--- src/rtl/spawn_rand.sv ---
// Asteroid spawn generator: draws LFSR bits into a candidate (x, y, heading),
// rejects off-screen or near-ship candidates, retries, then falls back to a corner.
module spawn_rand #(
  parameter int LFSR_W    = 10,
  parameter int X_W       = 10,
  parameter int Y_W       = 9,
  parameter int X_MAX     = 639,
  parameter int Y_MAX     = 479,
  parameter int SAFE_R    = 64,
  parameter int MAX_TRIES = 15
) (
  input  logic              clk,
  input  logic              reset_n,
  input  logic              seed_init,
  output logic              lfsr_init,
  output logic              lfsr_en,
  input  logic [LFSR_W-1:0] lfsr_q,
  input  logic              req,
  input  logic [X_W-1:0]    ship_x,
  input  logic [Y_W-1:0]    ship_y,
  output logic              busy,
  output logic              spawn_valid,
  input  logic              spawn_ready,
  output logic [X_W-1:0]    spawn_x,
  output logic [Y_W-1:0]    spawn_y,
  output logic [2:0]        spawn_dir,
  output logic              spawn_fallback,
  output logic [1:0]        state_dbg
);

  // Handshake: a result transfers on a rising clk edge where spawn_valid and
  // spawn_ready are both high; spawn_* stay stable while spawn_valid waits.

  localparam int ACC_W = X_W + Y_W + 3;
  localparam int BC_W  = $clog2(ACC_W + 1);
  localparam int TC_W  = (MAX_TRIES > 1) ? $clog2(MAX_TRIES) : 1;

  localparam logic [X_W:0]      X_MAX_V  = X_MAX[X_W:0];
  localparam logic [Y_W:0]      Y_MAX_V  = Y_MAX[Y_W:0];
  localparam logic [X_W:0]      X_HALF_V = X_MAX_V >> 1;
  localparam logic [Y_W:0]      Y_HALF_V = Y_MAX_V >> 1;
  localparam logic [X_W:0]      SAFE_X_V = SAFE_R[X_W:0];
  localparam logic [Y_W:0]      SAFE_Y_V = SAFE_R[Y_W:0];
  localparam logic [BC_W-1:0]   BC_LAST  = BC_W'(ACC_W - 1);
  localparam logic [TC_W-1:0]   TRY_LAST = TC_W'(MAX_TRIES - 1);

  typedef enum logic [1:0] {
    S_IDLE   = 2'd0,
    S_GATHER = 2'd1,
    S_CHECK  = 2'd2,
    S_OUT    = 2'd3
  } state_t;

  state_t          state_q, state_d;
  logic [ACC_W-1:0] acc_q, acc_d;
  logic [BC_W-1:0] bit_q, bit_d;
  logic [TC_W-1:0] try_q, try_d;
  logic [X_W-1:0]  shx_q, shx_d;
  logic [Y_W-1:0]  shy_q, shy_d;
  logic [X_W-1:0]  sx_q, sx_d;
  logic [Y_W-1:0]  sy_q, sy_d;
  logic [2:0]      sdir_q, sdir_d;
  logic            sfb_q, sfb_d;

  logic [X_W-1:0] cand_x;
  logic [Y_W-1:0] cand_y;
  logic [2:0]     cand_dir;
  logic [X_W:0]   ext_x, ext_sx, dx;
  logic [Y_W:0]   ext_y, ext_sy, dy;
  logic           off_screen, in_safe, reject;
  logic           lfsr_unused;

  assign lfsr_unused = ^lfsr_q[LFSR_W-1:1];

  // First drawn bit lands at the accumulator MSB, so x occupies the top field.
  assign cand_x   = acc_q[ACC_W-1 -: X_W];
  assign cand_y   = acc_q[Y_W+2 -: Y_W];
  assign cand_dir = acc_q[2:0];

  assign ext_x  = {1'b0, cand_x};
  assign ext_sx = {1'b0, shx_q};
  assign ext_y  = {1'b0, cand_y};
  assign ext_sy = {1'b0, shy_q};
  assign dx     = (ext_x >= ext_sx) ? (ext_x - ext_sx) : (ext_sx - ext_x);
  assign dy     = (ext_y >= ext_sy) ? (ext_y - ext_sy) : (ext_sy - ext_y);

  assign off_screen = (ext_x > X_MAX_V) || (ext_y > Y_MAX_V);
  assign in_safe    = (dx < SAFE_X_V) && (dy < SAFE_Y_V);
  assign reject     = off_screen || in_safe;

  always_comb begin
    state_d = state_q;
    acc_d   = acc_q;
    bit_d   = bit_q;
    try_d   = try_q;
    shx_d   = shx_q;
    shy_d   = shy_q;
    sx_d    = sx_q;
    sy_d    = sy_q;
    sdir_d  = sdir_q;
    sfb_d   = sfb_q;
    lfsr_en = 1'b0;

    case (state_q)
      S_IDLE: begin
        if (req) begin
          shx_d   = ship_x;
          shy_d   = ship_y;
          try_d   = '0;
          bit_d   = '0;
          state_d = S_GATHER;
        end
      end
      S_GATHER: begin
        lfsr_en = 1'b1;
        acc_d   = {acc_q[ACC_W-2:0], lfsr_q[0]};
        if (bit_q == BC_LAST) begin
          bit_d   = '0;
          state_d = S_CHECK;
        end else begin
          bit_d = bit_q + 1'b1;
        end
      end
      S_CHECK: begin
        if (!reject) begin
          sx_d    = cand_x;
          sy_d    = cand_y;
          sdir_d  = cand_dir;
          sfb_d   = 1'b0;
          state_d = S_OUT;
        end else if (try_q != TRY_LAST) begin
          try_d   = try_q + 1'b1;
          bit_d   = '0;
          state_d = S_GATHER;
        end else begin
          // Corner on the far side of the ship from its screen half.
          sx_d    = ({1'b0, shx_q} < X_HALF_V) ? X_MAX_V[X_W-1:0] : '0;
          sy_d    = ({1'b0, shy_q} < Y_HALF_V) ? Y_MAX_V[Y_W-1:0] : '0;
          sdir_d  = cand_dir;
          sfb_d   = 1'b1;
          state_d = S_OUT;
        end
      end
      S_OUT: begin
        if (spawn_ready) begin
          state_d = S_IDLE;
        end
      end
      default: state_d = S_IDLE;
    endcase

    // Reseed aborts everything, including an accept in the same cycle.
    if (seed_init) begin
      state_d = S_IDLE;
      lfsr_en = 1'b0;
      acc_d   = acc_q;
      bit_d   = '0;
      try_d   = try_q;
      shx_d   = shx_q;
      shy_d   = shy_q;
      sx_d    = sx_q;
      sy_d    = sy_q;
      sdir_d  = sdir_q;
      sfb_d   = sfb_q;
    end
  end

  always_ff @(posedge clk or negedge reset_n) begin
    if (!reset_n) begin
      state_q <= S_IDLE;
      acc_q   <= '0;
      bit_q   <= '0;
      try_q   <= '0;
      shx_q   <= '0;
      shy_q   <= '0;
      sx_q    <= '0;
      sy_q    <= '0;
      sdir_q  <= '0;
      sfb_q   <= 1'b0;
    end else begin
      state_q <= state_d;
      acc_q   <= acc_d;
      bit_q   <= bit_d;
      try_q   <= try_d;
      shx_q   <= shx_d;
      shy_q   <= shy_d;
      sx_q    <= sx_d;
      sy_q    <= sy_d;
      sdir_q  <= sdir_d;
      sfb_q   <= sfb_d;
    end
  end

  assign lfsr_init      = seed_init;
  assign busy           = (state_q != S_IDLE);
  assign spawn_valid    = (state_q == S_OUT) && !seed_init;
  assign spawn_x        = sx_q;
  assign spawn_y        = sy_q;
  assign spawn_dir      = sdir_q;
  assign spawn_fallback = sfb_q;
  assign state_dbg      = state_q;

endmodule

--- config.mk ---
export PLATFORM = sky130hd
export DESIGN_NAME = spawn_rand
export DESIGN_NICKNAME = d
export VERILOG_FILES = /design/src/rtl/spawn_rand.sv
export SDC_FILE = /design/constraint.sdc
export NUM_CORES = 1
export LEC_CHECK = 0
export CORE_ASPECT_RATIO = 1.25
export CORE_UTILIZATION = 32
export CTS_CLUSTER_DIAMETER = 200
export DETAILED_ROUTE_END_ITERATION = 10
export PLACE_DENSITY_LB_ADDON = 0.08
export REMOVE_ABC_BUFFERS = 1
export SKIP_LAST_GASP = 1
export SLEW_MARGIN = 20
export SYNTH_ARGS = -nofsm -noshare
export SYNTH_HDL_FRONTEND = slang
export SYNTH_SLANG_ARGS = --single-unit
export TNS_END_PERCENT = 20
--- constraint.sdc ---
create_clock -name clk -period 6.7 [get_ports clk]
set_clock_uncertainty 0.15 [all_clocks]
set_input_delay 2.01 -clock clk [delete_from_list [all_inputs] [get_ports clk]]
set_output_delay 2.01 -clock clk [all_outputs]
set_load 0.005 [all_outputs]
Word-level counts from Yosys, hierarchy flattened
Index checks and enable logic that the tools add are counted.
{ "totals": {"regBits": 75, "input_bits": 34, "output_inout_bits": 29} }
{ "classes": {"n_addsub": 6, "order_cmp": 8, "n_eq_ne": 14, "muxes": 31, "n_bitwise": 1, "reduce_logical": 15} }
{ "op_table": {"columns": ["op", "n"], "rows": [
  ["$mux W10", 4],
  ["$mux W9", 3],
  ["$mux W5", 5],
  ["$sub A10 B10 Y11", 2],
  ["$sub A9 B9 Y10", 2],
  ["$ne A3 B3 Y1 const B", 5],
  ["$pmux W5 S3", 1],
  ["$mux W2", 6],
  ["$mux W4", 3],
  ["$lt A11 B7 Y1 const B", 1],
  ["$mux W11", 1],
  ["$ge A10 B10 Y1", 1],
  ["$gt A10 B10 Y1 const B", 1],
  ["$lt A10 B7 Y1 const B", 1],
  ["$lt A10 B9 Y1 const B", 1],
  ["$ge A9 B9 Y1", 1],
  ["$gt A9 B9 Y1 const B", 1],
  ["$lt A9 B8 Y1 const B", 1],
  ["$reduce_and A3 Y1", 3],
  ["$ne A2 B2 Y1 const B", 4],
  ["$pmux W2 S4", 1],
  ["$pmux W4 S2", 1],
  ["$mux W3", 2],
  ["$add A5 B1 Y5 const B", 1],
  ["other kinds (16)", 23]
]} }

Depth between registers and ports, before layout
Gate-level depths: netlist of the first run.
{ "depth": {"ltp_word": 8, "ltp_mapped": 13, "depth_no_buf": 11} }

Least setup slack after synthesis of the first run
Ideal clock, no wire load.
{ "synth_path": {"path_type": "input port to output port", "start": "input seed_init", "end": "output lfsr_en", "arrival_time_ns": 2.635, "required_ns": 4.540, "setup_slack_ns": 1.905, "cell_stages": 3, "n_path_buf": 2, "path_cell_list": "nor2b_1 clkbuf_1 clkbuf_1"} }
{ "synth_between": {"elab_chain_cells": 1} }
{ "synth_rtl": {"columns": ["element", "line", "text"], "rows": [
  ["start: declaration", "14", "input logic seed_init,"],
  ["$mux W1", "153", "if (seed_init) begin"],
  ["end: declaration", "16", "output logic lfsr_en,"]
]} }
Every way passes these cells.

Final worst setup path of the first run
{ "layout_path": {"start": "input seed_init", "end": "output spawn_valid"} }
{ "layout_between": {"elab_chain_cells": 2} }
{ "layout_rtl": {"columns": ["element", "line", "text"], "rows": [
  ["$logic_not A1 Y1", "196", "assign spawn_valid = (state_q == S_OUT) && !seed_init;"],
  ["$logic_and A1 B1 Y1", "196", null],
  ["end: declaration", "22", "output logic spawn_valid,"]
]} }
Every way passes these cells.

==> impl_metrics.py, run 1 <==
metrics = {
    "run_status": {
        "status": "completed",
    },
    "routing": {
        "wirelength_um": 11700,
        "dr.first_iter.drc_count": 98,
        "avgViaCountPerCell": 5.22,
        "dr_total_vias": 3801,
        "wl_per_cell_um": 16.1,
        "antenna_left": 0,
        "drc": 0,
        "drt_pass1_iterations": 4,
    },
    "final_layout": {
        "antenna-diode-count": 0,
        "mostFrequentLayoutCell": "dfrtp_1",
        "post-route-util": 0.394,
        "final_cell_mix": "75 x dfrtp_1, 55 x inv_1, 52 x clkdlybuf4s50_1, 47 x ha_1, 38 x mux2_2",
        "layout-drive-gt1-share": 0.119,
        "nNetsFinal": 622,
        "design_area_mm2": 0.00590,
        "area_delta_synth_final_pct": 20.6,
        "fillers": 1505,
    },
    "timing": {
        "hold_viol": 0,
        "final-setup-viol-count": 0,
        "worst_slew_pin_slew_ns": 0.937,
        "report.final.slew_viol_count": 0,
        "rsz0062_at_grt": "no",
        "fmax_ghz": 0.173,
        "fin_hold_ws_ns": 0.343,
        "final.min_clock_period_ns": 5.78,
        "period_share": 0.862,
        "tns_ns": 0,
        "relSlewSlack": 0.375,
    },
    "floorplanning": {
        "die_y_um": 140,
        "die_w_um": 113,
        "rows": 50,
        "core-area_mm2": 0.0150,
        "io_pins": 63,
        "dieArea_mm2": 0.0158,
        "initial_utilization": 0.327,
    },
    "logic_synthesis": {
        "netlist.area_leader.share": 0.384,
        "yosysWarnings": 0,
        "syn_area_mm2": 0.00489,
        "synth_ff_type": "dfrtp_1",
        "yosysSeqAreaShare": 0.384,
        "synth_area_leader_cell": "dfrtp_1",
        "syn_inst": 492,
        "synth_edf_count": 0,
        "synth-async-reset-ratio": 1.00,
        "synth_area_leaders": "dfrtp_1 38%, ha_1 12%, mux2_2 8.8%, mux2_1 4.4%, inv_1 4.2%",
        "syn_avg_cell_area_um2": 9.94,
        "synth_cell_types": 61,
        "ys_seq_elements": 75,
    },
    "setup_path": {
        "rr_worst_depth": 13,
        "setup.worst_path.end_class": "output pin",
        "worstPathArrival_ns": 3.62,
        "crit_path_start_kind": "input pin",
        "cp_slowest_cell": "clkdlybuf4s50_1",
        "cp-endpoint": "spawn_valid",
        "cpPeakStageDelay_ns": 0.64,
        "crit_chain": "clkdlybuf4s50_1 > clkinv_1 > nand2_1 > inv_1 > clkdlybuf4s50_1",
        "rrSetupSlack_ns": 2.34,
        "required_ns": 4.54,
        "crit_top_cell": "clkdlybuf4s50_1",
        "crit-reg2reg-capture": "spawn_x[6]",
        "setup.worst_path.start": "seed_init",
        "critPathKind": "in -> out",
        "cp_max_fo": 8,
        "reg2reg_from": "acc_q[9]",
    },
    "cts": {
        "h-tree-depth": 3,
        "post_cts_resized": 0,
        "cts_hold_buf": 0,
        "cts.sinks": 75,
        "ctsLongestPathBuffers": 2,
        "cts_tree": "yes",
        "numCtsBuffers": 9,
        "path_clk_slew_ns": 0.06,
        "post_cts_buffers": 0,
        "cts-root-buf": "clkbuf_16",
        "clkLatencyLatePin_ns": 0.35,
    },
    "power": {
        "p_seq_frac": 0.275,
        "ir_drop_uv": 176,
        "p_switching_mw": 1.18,
        "leakagePower_nw": 2.67,
        "total_power_mw": 2.83,
        "sw_frac_of_total": 0.419,
        "clkPwrFrac": 0.186,
        "p_per_area_mw_per_mm2": 480,
        "comb_power_share": 0.538,
        "internal_power_mw": 1.64,
    },
    "global_route": {
        "grt_pass1_wl_um": 19500,
        "antenna_found_initial": 0,
        "grt_overflow": 0,
        "grt_util_met2": 0.281,
        "grt_pass1_vias": 3887,
        "grt_util_all_layers": 0.159,
        "grt_max_degree": 76,
        "use_met3": 0.0329,
        "grt-busiest-layer": "met2",
        "met1_usage": 0.188,
    },
    "placed_design": {
        "placed_cell_area_mm2": 0.00557,
        "hpwl_um": 8470,
        "portBuffers": 53,
        "gp_congestion": 0.850,
    },
    "flow_run": {
        "drv_cap": 0,
    },
    "worst_hold_path": {
        "min_path_type": "reg -> reg",
    },
}
-- synth_stat cells (4+ instances only) --
cell type	number
o211ai_1	10
o21a_1	5
nor2_1	11
mux2_1	19
mux2_2	38
nand3_1	12
o21ai_1	6
a21o_1	7
or3_1	10
dfrtp_1	75
buf_4	4
inv_1	55
mux2i_1	8
o21ai_0	32
nand2_1	36
nor3_1	5
clkbuf_1	9
a21oi_1	23
ha_1	47
nand4_1	7
a211oi_1	4
nand3b_1	5
o41ai_1	4
nor2b_1	6
o31ai_1	5
-- worst max-delay path, delay by kind of cell --
family                 cells  cell delay [ns]
buffers and inverters      4             1.45
and+or+nand+nor            1             0.16
-- flip-flops by register name, indices dropped and copies added (netlist names) --
| signal | flops |
|---|---|
| spawn_dir | 3 |
| acc_q | 22 |
| try_q | 4 |
| shx_q | 10 |
| bit_q | 5 |
| shy_q | 9 |
| spawn_y | 9 |
| spawn_x | 10 |
| state_dbg | 2 |
| spawn_fallback | 1 |
-- layer usage --
layer  up-vias  part of all wire
met1      1873              0.45
met3        14             0.023
met5         -                 0
met2        46              0.51
li1       1868                 -
met4         0             0.017
-- power groups by stage --
| stage | clock [mW] | sequential [mW] | combinational, mW |
|---|---|---|---|
| floorplan | 0 | 0.745 | 1.07 |
| global placement | 0 | 0.789 | 1.52 |
| detailed placement | 0 | 0.790 | 1.52 |
| CTS | 0.543 | 0.783 | 1.53 |
| global route | 0.562 | 0.809 | 1.71 |
| finish | 0.527 | 0.779 | 1.52 |
-- through the flow --
step,setup slack [ns],instances
4_1_cts,0.916,728
6_report,0.922,728
2_1_floorplan,1.13,473
5_1_grt,0.807,728
3_3_place_gp,0.919,712
3_5_place_dp,0.918,712
-- worst min-delay path by stage --
stage,from,endpoint,slack [ns],cells after the start
CTS,spawn_dir[2],spawn_dir[2],0.35,1
detailed placement,spawn_dir[2],spawn_dir[2],0.34,1
finish,spawn_dir[2],spawn_dir[2],0.34,1
global placement,spawn_dir[0],spawn_dir[0],0.33,1
global route,spawn_y[7],spawn_y[7],0.37,1
floorplan,acc_q[2],acc_q[3],0.31,2
-- final cells by class --
type	count	area, µm²	share of cell area
clock buffer	10	229	0.0388
multi-input combinational	342	2700	0.458
tap	182	228	0.0386
clock inverter	6	90.1	0.0153
timing repair buffer	57	562	0.0953
sequential	75	1880	0.318
inverter	56	210	0.0357
-- kinds of logic after synthesis --
family | after synthesis | share of synthesized area
AOI/OAI and AO/OA | 122 | 0.166
adders and majority gates | 47 | 0.120
muxes | 65 | 0.148
and+or+nand+nor | 104 | 0.111
DFF | 75 | 0.384
xor gates and xnor gates | 4 | 0.00717
buffers and inverters | 75 | 0.0645
Power figures use the tool's default switching activity.
==> run 2: changes to the inputs <==
- SLEW_MARGIN: 20 -> 15
==> run 2 against run 1 <==
  * Cell area hardly changed
  * Clock power hardly changed
  * Register-to-register slack hardly changed
  * Count of clock-buffer cells in the layout stayed put
  * Non-clock buffer count stayed put
  * Worst setup slack stayed put
  * Critical path type unchanged
  * Critical endpoint unchanged
  * Largest cell class unchanged
  * Largest power group unchanged
==> impl_metrics.py, run 2 (synthesis gave the netlist of run 1 again) <==
metrics = {
    "floorplanning": {
        "core-area_mm2": 0.0150,
        "die_y_um": 140,
        "rows": 50,
        "io_pins": 63,
        "initial_utilization": 0.327,
        "die_w_um": 113,
        "dieArea_mm2": 0.0158,
    },
    "global_route": {
        "grt_util_all_layers": 0.159,
        "grt_overflow": 0,
        "grt_pass1_wl_um": 19500,
        "antenna_found_initial": 0,
        "grt_pass1_vias": 3887,
        "grt_max_degree": 76,
    },
    "final_layout": {
        "antenna-diode-count": 0,
        "layout-drive-gt1-share": 0.119,
        "largest_register_ffs": 22,
        "post-route-util": 0.394,
        "nNetsFinal": 622,
        "mostFrequentLayoutCell": "dfrtp_1",
        "area_delta_synth_final_pct": 20.5,
        "final_cell_mix": "75 x dfrtp_1, 55 x inv_1, 52 x clkdlybuf4s50_1, 47 x ha_1, 38 x mux2_2",
        "largest-register": "acc_q",
    },
    "routing": {
        "drt_pass1_iterations": 4,
        "dr_total_vias": 3801,
        "drc": 0,
        "antenna_left": 0,
        "wl_per_cell_um": 16.1,
        "avgViaCountPerCell": 5.22,
        "dr.first_iter.drc_count": 98,
        "wirelength_um": 11700,
    },
    "timing": {
        "fin_hold_ws_ns": 0.343,
        "fmax_ghz": 0.173,
        "worst_slew_pin_slew_ns": 0.989,
        "setup_slack_ns": 0.922,
        "tns_ns": 0,
        "final-setup-viol-count": 0,
        "hold_viol": 0,
        "report.final.slew_viol_count": 0,
        "relSlewSlack": 0.340,
        "rsz0062_at_grt": "no",
        "final.min_clock_period_ns": 5.78,
        "period_share": 0.862,
    },
    "placed_design": {
        "portBuffers": 53,
        "pre_cts_slack_ns": 0.918,
        "gp_congestion": 0.850,
        "hpwl_um": 8470,
    },
    "power": {
        "internal_power_mw": 1.64,
        "p_seq_frac": 0.275,
        "p_switching_mw": 1.18,
        "comb_power_share": 0.538,
        "total_power_mw": 2.83,
        "leakagePower_nw": 2.67,
        "clkPwrFrac": 0.186,
        "sw_frac_of_total": 0.419,
        "ir_drop_uv": 176,
        "p_per_area_mw_per_mm2": 480,
    },
    "setup_path": {
        "critPathKind": "in -> out",
        "crit_path_start_kind": "input pin",
        "cpPeakStageDelay_ns": 0.64,
        "cp_slowest_cell": "clkdlybuf4s50_1",
        "worstPathArrival_ns": 3.62,
        "cp_max_fo": 8,
        "path_buf_inv": 4,
        "crit_top_cell": "clkdlybuf4s50_1",
        "crit_chain": "clkdlybuf4s50_1 > clkinv_1 > nand2_1 > inv_1 > clkdlybuf4s50_1",
        "critPathTopFamily": "buffers and inverters",
        "required_ns": 4.54,
        "setup.worst_path.end_class": "output pin",
    },
    "cts": {
        "numCtsBuffers": 9,
        "cts_hold_buf": 0,
        "path_clk_slew_ns": 0.06,
        "clkLatencyLatePin_ns": 0.35,
        "cts_tree": "yes",
        "h-tree-depth": 3,
        "post_cts_resized": 0,
        "ctsLongestPathBuffers": 2,
        "post_cts_buffers": 0,
        "cts.sinks": 75,
        "cts-root-buf": "clkbuf_16",
    },
    "worst_hold_path": {
        "min_path_type": "reg -> reg",
    },
    "flow_run": {
        "drv_cap": 0,
    },
    "run_status": {
        "status": "completed",
    },
}
## run 2: worst reg2reg max path, delay by kind of cell, from the launching register on
family / cells / cell delay, ns
flip-flops: 1 / 0.39
buffers and inverters: 3 / 0.68
AND/OR/NAND/NOR: 3 / 0.78
adder cells (fa/ha/maj): 1 / 0.51
AO/OA/AOI/OAI: 5 / 1.37
multiplexers: 1 / 0.37
## run 2: per-stage QoR
| step | std cells | area [µm²] |
|---|---|---|
| finish | 728 | 5890 |
| global route | 728 | 5890 |
| CTS | 728 | 5890 |
| detailed placement | 712 | 5570 |
| global placement | 712 | 5570 |
| floorplan | 473 | 4780 |
## run 2: routing by layer
metal	share of wire	vias to the layer above	GRT usage	wire [µm]
li1	-	1868	-	-
met1	0.45	1873	0.188	5290
met2	0.51	46	0.281	5980
met3	0.023	14	0.0329	270
met4	0.017	0	0.0618	198
met5	0	-	0	0
## run 2: cell type report
class | count | area, µm²
Sequential cell | 75 | 1880
Inverter | 56 | 210
Fill cell | 1505 | 9060
Clock buffer | 10 | 229
Clock inverter | 6 | 90.1
Multi-Input combinational cell | 342 | 2700
Timing Repair Buffer | 57 | 558
Tap cell | 182 | 228
## run 2: final timing paths
check	from	endpoint	slack [ns]	cells past startpoint
worst max-delay path	seed_init	spawn_valid	0.92	5
worst min-delay path	spawn_dir[2]	spawn_dir[2]	0.34	1
worst max register to register	acc_q[9]	spawn_x[6]	2.34	13
worst min register to register	spawn_dir[2]	spawn_dir[2]	0.34	1
max in group asynchronous	reset_n	acc_q[20]	4.09	1
min in group asynchronous	reset_n	spawn_x[3]	1.68	1
## run 2: power by group through the flow
stage                     registers [mW]  clock network, mW  logic, mW
after floorplan                    0.745                  0       1.07
after global placement             0.789                  0       1.52
after detailed placement           0.790                  0       1.52
after CTS                          0.783              0.543       1.53
after global routing               0.809              0.562       1.71
final                              0.779              0.527       1.52
